--- src/rtl/o_delay_ctrl_pkg.sv ---
// Shared types and helpers for the O_DELAY tap-control sequencer.
package o_delay_ctrl_pkg;

  localparam int unsigned TAP_W   = 6;
  localparam int unsigned TAP_MAX = 63;
  localparam int unsigned STEP_W  = 7;

  typedef enum logic [2:0] {
    IDLE,
    LOAD_PULSE,
    LOAD_WAIT,
    CMP,
    ADJ_PULSE,
    ADJ_WAIT,
    CHECK
  } state_t;

  // Adjust direction toward the target: 1 = increment.
  function automatic logic next_dir(input logic [TAP_W-1:0] target,
                                    input logic [TAP_W-1:0] tap);
    return target > tap;
  endfunction

endpackage

--- src/rtl/o_delay_pulse_timer.sv ---
// One-cycle pulse generator followed by a SETTLE-1 cycle wait and a done strobe.
// Shared by the load and adjust paths; sel_load routes the pulse.
module o_delay_pulse_timer #(
  parameter int unsigned SETTLE = 3
) (
  input  logic clk,
  input  logic rst_n,
  input  logic start,
  input  logic sel_load,
  output logic load_pulse,
  output logic adj_pulse,
  output logic done
);

  logic [3:0] cnt;
  logic       active;

  // Pulse is asserted the cycle after start; cnt holds SETTLE-1 during the
  // pulse and reaches zero on the last wait cycle.
  assign done = active && !(load_pulse || adj_pulse) && (cnt == '0);

  // Pulse outputs and wait counter.
  always_ff @(posedge clk or negedge rst_n) begin
    if (!rst_n) begin
      load_pulse <= 1'b0;
      adj_pulse  <= 1'b0;
      active     <= 1'b0;
      cnt        <= '0;
    end else begin
      load_pulse <= start && sel_load;
      adj_pulse  <= start && !sel_load;
      if (start) begin
        active <= 1'b1;
        cnt    <= 4'(SETTLE - 1);
      end else if (done) begin
        active <= 1'b0;
      end else if (active && (cnt != '0)) begin
        cnt <= cnt - 4'd1;
      end
    end
  end

endmodule

--- src/rtl/o_delay_tap_ctrl.sv ---
// Sequencer that walks an O_DELAY tap to a requested value using DLY_LOAD and
// spaced DLY_ADJ pulses, verifying the readback after every step.
module o_delay_tap_ctrl
  import o_delay_ctrl_pkg::*;
#(
  parameter int unsigned DELAY     = 0,
  parameter int unsigned SETTLE    = 3,
  parameter int unsigned MAX_STEPS = 64
) (
  input  logic              CLK_IN,
  input  logic              RST,
  input  logic              REQ_VALID,
  output logic              REQ_READY,
  input  logic              REQ_LOAD,
  input  logic [TAP_W-1:0]  REQ_TAP,
  output logic              DONE,
  output logic              ERROR,
  output logic              BUSY,
  output logic              DLY_LOAD,
  output logic              DLY_ADJ,
  output logic              DLY_INCDEC,
  input  logic [TAP_W-1:0]  DLY_TAP_VALUE,
  output logic [STEP_W-1:0] STEP_CNT
);

  if (SETTLE < 3 || SETTLE > 15) begin : g_bad_settle
    $error("o_delay_tap_ctrl: SETTLE must be within 3..15");
  end

  state_t            state, next_state;
  logic [TAP_W-1:0]  target, prev_tap, check_tap;
  logic              accept, tap_eq, load_ok, step_ok, steps_exhausted;
  logic              tmr_start, tmr_sel, tmr_done;
  logic              ready_d, busy_d, done_d, err_d, incdec_d;
  logic [STEP_W-1:0] step_d;

  assign accept          = REQ_VALID && REQ_READY;
  assign tap_eq          = (DLY_TAP_VALUE == target);
  assign load_ok         = (DLY_TAP_VALUE == TAP_W'(DELAY));
  assign check_tap       = DLY_INCDEC ? prev_tap + TAP_W'(1) : prev_tap - TAP_W'(1);
  assign step_ok         = (DLY_TAP_VALUE == check_tap);
  assign steps_exhausted = (STEP_CNT == STEP_W'(MAX_STEPS));

  // Pulse states last one cycle, so entering one is a clean timer start.
  assign tmr_start = (next_state == LOAD_PULSE) || (next_state == ADJ_PULSE);
  assign tmr_sel   = (next_state == LOAD_PULSE);

  o_delay_pulse_timer #(
    .SETTLE(SETTLE)
  ) u_timer (
    .clk       (CLK_IN),
    .rst_n     (RST),
    .start     (tmr_start),
    .sel_load  (tmr_sel),
    .load_pulse(DLY_LOAD),
    .adj_pulse (DLY_ADJ),
    .done      (tmr_done)
  );

  // State register.
  always_ff @(posedge CLK_IN or negedge RST) begin
    if (!RST) state <= IDLE;
    else      state <= next_state;
  end

  // Next-state decision.
  always_comb begin
    next_state = state;
    unique case (state)
      IDLE:       if (accept) next_state = REQ_LOAD ? LOAD_PULSE : CMP;
      LOAD_PULSE: next_state = LOAD_WAIT;
      LOAD_WAIT:  if (tmr_done) next_state = load_ok ? CMP : IDLE;
      CMP: begin
        if (tap_eq || steps_exhausted) next_state = IDLE;
        else                           next_state = ADJ_PULSE;
      end
      ADJ_PULSE:  next_state = ADJ_WAIT;
      ADJ_WAIT:   if (tmr_done) next_state = CHECK;
      CHECK:      next_state = step_ok ? CMP : IDLE;
      default:    next_state = IDLE;
    endcase
  end

  // Next values of the registered status outputs, derived from the transition.
  always_comb begin
    ready_d  = (next_state == IDLE);
    busy_d   = (next_state != IDLE);
    done_d   = (state == CMP) && tap_eq;
    incdec_d = DLY_INCDEC;
    step_d   = STEP_CNT;
    err_d    = ERROR;
    if (accept) begin
      err_d  = 1'b0;
      step_d = '0;
    end
    if ((state == LOAD_WAIT && tmr_done && !load_ok) ||
        (state == CMP && !tap_eq && steps_exhausted) ||
        (state == CHECK && !step_ok))
      err_d = 1'b1;
    if (state == CMP && next_state == ADJ_PULSE) begin
      incdec_d = next_dir(target, DLY_TAP_VALUE);
      if (STEP_CNT != '1) step_d = STEP_CNT + STEP_W'(1);
    end
  end

  // Registered status outputs.
  always_ff @(posedge CLK_IN or negedge RST) begin
    if (!RST) begin
      REQ_READY  <= 1'b0;
      BUSY       <= 1'b0;
      DONE       <= 1'b0;
      ERROR      <= 1'b0;
      DLY_INCDEC <= 1'b0;
      STEP_CNT   <= '0;
    end else begin
      REQ_READY  <= ready_d;
      BUSY       <= busy_d;
      DONE       <= done_d;
      ERROR      <= err_d;
      DLY_INCDEC <= incdec_d;
      STEP_CNT   <= step_d;
    end
  end

  // Request target and the tap seen before each adjust pulse.
  always_ff @(posedge CLK_IN or negedge RST) begin
    if (!RST) begin
      target   <= '0;
      prev_tap <= '0;
    end else begin
      if (accept)        target   <= REQ_TAP;
      if (state == CMP)  prev_tap <= DLY_TAP_VALUE;
    end
  end

endmodule

--- config.mk ---
export PLATFORM = sky130hd
export DESIGN_NAME = o_delay_tap_ctrl
export DESIGN_NICKNAME = d
export VERILOG_FILES = /design/src/rtl/o_delay_ctrl_pkg.sv /design/src/rtl/o_delay_pulse_timer.sv /design/src/rtl/o_delay_tap_ctrl.sv
export SDC_FILE = /design/constraint.sdc
export NUM_CORES = 1
export LEC_CHECK = 0
export CAP_MARGIN = 30
export CORE_MARGIN = 4
export CORE_UTILIZATION = 30
export DETAILED_ROUTE_END_ITERATION = 8
export PLACE_DENSITY = 0.6
export REMOVE_ABC_BUFFERS = 1
export SLEW_MARGIN = 40
export SYNTH_ARGS = -nofsm -noshare
export SYNTH_HDL_FRONTEND = slang
export SYNTH_HIERARCHICAL = 1
export SYNTH_SLANG_ARGS = --single-unit
export TNS_END_PERCENT = 20
--- constraint.sdc ---
create_clock -name CLK_IN -period 3.09 [get_ports CLK_IN]
set_clock_uncertainty 0.2 [all_clocks]
set_input_delay 0.4635 -clock CLK_IN [delete_from_list [all_inputs] [get_ports CLK_IN]]
set_output_delay 0.4635 -clock CLK_IN [all_outputs]
set_load 0.01 [all_outputs]
==> results.sh <==
export IMPL_clk_pin_slew_ns=0.06
export IMPL_setup_tns_ns=0
export IMPL_io_pins=30
export IMPL_dpl_hpwl_mm=3.476
export IMPL_nNetsFinal=274
export IMPL_core_area_um2=6459
export IMPL_p_int_mw=1.452
export IMPL_grtUsageTotal_pct=11.79
export IMPL_syn_area_um2=2038
export IMPL_initial_core_util_pct=31.56
export IMPL_dr_pass1_iters=4
export IMPL_numCtsBuffers=5
export IMPL_drt_vias_per_instance=4.906
export IMPL_yosysWarnings=6
export IMPL_slew_violations=0
export IMPL_wl_per_cell_um=13.87
export IMPL_vdd_drop_max_uv=322.4
export IMPL_arrival_ns=2.71
export IMPL_seq_area_frac_synth_pct=41.74
export IMPL_vias=1570
export IMPL_route_detailed_drc=0
export IMPL_timing_fmax_ghz=0.3639
export IMPL_crit_fanout=9
export IMPL_place_gp_congestion=0.8669
export IMPL_synth_area_leader_cell="dfrtp_1"
export IMPL_rsz0062_at_grt="no"
export IMPL_power_share_sequential_pct=32.6
export IMPL_h_tree_depth=2
export IMPL_fp_dieH_um=90.43
export IMPL_synth_avg_cell_area_um2=9.991
export IMPL_chipWidth_um=90.43
export IMPL_clock_path_buffers=2
export IMPL_p_sw_mw=0.9399
export IMPL_power_frac_comb_pct=54.2
export IMPL_die_area_um2=8177
export IMPL_antenna_left=0
export IMPL_hold_path_class="reg -> reg"
export IMPL_layout_commonest_cell="dfrtp_1"
export IMPL_clkPwrFrac_pct=13.3
export IMPL_syn_inst=204
export IMPL_wl_mm=4.439
export IMPL_antenna_cells=0
export IMPL_cp_start_kind="flip-flop"
export IMPL_row_count=29
export IMPL_mostFrequentLayoutCells="dfrtp_1, clkdlybuf4s50_1, inv_1"
export IMPL_leakage_nw=1.151
export IMPL_setup_viol=0
export IMPL_hold_viol=0
export IMPL_sw_frac_of_total_pct=39.29
export IMPL_ys_seq_elements=34
export IMPL_finalCriticalPeriod_ns=2.748
export IMPL_fin_total_pwr_mw=2.392
export IMPL_syn2layout_area_growth_pct=25.35
export IMPL_synth_top_flop_cell="dfrtp_1"
export IMPL_synth_cell_types=55
export IMPL_antenna_found_initial=0
export IMPL_grt_pass1_wl_mm=7.859
export IMPL_grt_pass1_vias=1655
export IMPL_dpl_worst_slack_ns=0.2091
export IMPL_post_cts_buffers=0
export IMPL_clock_sinks=34
export IMPL_status="finished, final reports clean"
export IMPL_clk_latency_ns=0.28
export IMPL_cts_tree="built"
export IMPL_drive_gt1_share_pct=12.76
export IMPL_critPathRequiredTime_ns=3.05
export IMPL_max_cap_violations=0
export IMPL_clockRootBuffer="clkbuf_8"
export IMPL_fin_ws_ns=0.3420
export IMPL_synth_edf_count=0
export IMPL_port_buffers=29
export IMPL_power_density_nw_per_um2=936.3
export IMPL_globalRoute_totalOverflow=0
export IMPL_netlist_area_leader_share_pct=41.74
export IMPL_worstMarginPinSlew_ns=0.4188
export IMPL_grt_max_degree=35
export IMPL_drt_iter0_drc=81
export IMPL_ys_top_cells_by_area="dfrtp_1, ha_1, o21ai_0"
export IMPL_cp_end_kind="flip-flop"
export IMPL_critPathKind="reg -> reg"
export IMPL_slew_headroom_pct=71.36
export IMPL_postSynth_asyncResetShare_pct=100.0
export IMPL_post_route_period_util_pct=88.93
critical path: stages (launching register included):
cell and delay, ns:
dfrtp_1 0.40, inv_1 0.08, ha_1 0.22, nand2_1 0.12
nor4b_4 0.27, buf_4 0.15, a21bo_2 0.13, nand2_1 0.04
a311o_1 0.31, and3_1 0.23, a21o_1 0.25, nor2b_1 0.14
mux2i_1 0.08
Yosys cell counts (2+ instances only):
cell type,number
a21o_1,4
a21oi_1,8
a32o_1,4
and3_1,4
and4_1,2
clkbuf_1,2
dfrtp_1,34
ha_1,13
inv_1,20
mux2_2,6
mux2i_1,2
nand2_1,19
nand3_1,6
nand3b_1,3
nand4_1,2
nor2_1,10
nor2b_1,2
nor3_1,2
nor4b_1,2
o21a_1,2
o21ai_0,16
o21bai_1,2
xnor2_1,4
xor2_1,4
area by class of cell:
class / instances / area (um2)
Timing Repair Buffer: 36 / 342.8
Fill cell: 636 / 3904
Tap cell: 77 / 96.34
Clock buffer: 6 / 82.58
Sequential cell: 34 / 850.8
Inverter: 20 / 75.07
Multi-Input combinational cell: 147 / 1107
kinds of logic (layout without fill, tap and decap cells):
| group | count (synthesis) | in the layout | synth area share (%) |
|---|---|---|---|
| AND/OR/NAND/NOR | 67 | 67 | 19.65 |
| adder cells (fa/ha/maj) | 14 | 14 | 8.963 |
| buffers and inverters | 23 | 62 | 4.236 |
| multiplexers | 9 | 9 | 4.849 |
| AO/OA/AOI/OAI | 49 | 49 | 17.13 |
| flip-flops | 34 | 34 | 41.74 |
| XOR/XNOR | 8 | 8 | 3.437 |
metal layers:
metal  track usage (%)  routed length (um)
met4             4.209                  63
met3             2.833                 148
met2             19.66                2126
met5                 0                   0
met1             14.82                2100
per-stage QoR:
stage,cells,cell area [um2],utilization [%],hold WS (ns)
finish,320,2555,39.56,0.2909
floorplan,201,2027,-,-0.03209
CTS,320,2549,39.46,0.2955
global placement,314,2466,38.18,0.2713
global route,320,2555,39.56,0.3098
detailed placement,314,2466,38.18,0.2807
flip-flops by register name, summed over array words and instances, names as in the netlist:
| signal | flops |
|---|---|
| u_timer/adj_pulse | 1 |
| DLY_INCDEC | 1 |
| STEP_CNT | 7 |
| u_timer/load_pulse | 1 |
| BUSY | 1 |
| REQ_READY | 1 |
| target | 6 |
| prev_tap | 6 |
| u_timer/cnt | 4 |
| ERROR | 1 |
| DONE | 1 |
| state | 3 |
| u_timer/active | 1 |
power by group through the flow:
stage,combinational (mW),sequential (mW),clock (mW)
after floorplan,0.945,0.766,0
after global placement,1.28,0.783,0
after detailed placement,1.30,0.788,0
after CTS,1.31,0.779,0.330
after global routing,1.46,0.805,0.354
final,1.30,0.779,0.317
path summary, 6_finish.rpt:
kind	startpoint	end	slack, ns	depth (start not counted)
max in group asynchronous	RST	STEP_CNT[1]	1.99	2
hold reg to reg	prev_tap[2]	prev_tap[2]	0.29	2
setup reg to reg	u_timer/cnt[0]	u_timer/cnt[1]	0.34	12
setup / recovery	u_timer/cnt[0]	u_timer/cnt[1]	0.34	12
min in group asynchronous	RST	REQ_READY	0.39	2
hold / removal	prev_tap[2]	prev_tap[2]	0.29	2
repair_timing:
action | 4_1_cts | 5_1_grt
endpoints found under the setup margin | 0 | 1
gates resized for setup | 0 | 1
hold buffers | 0 | 0
Note: power is estimated with default switching activity, not from simulation.
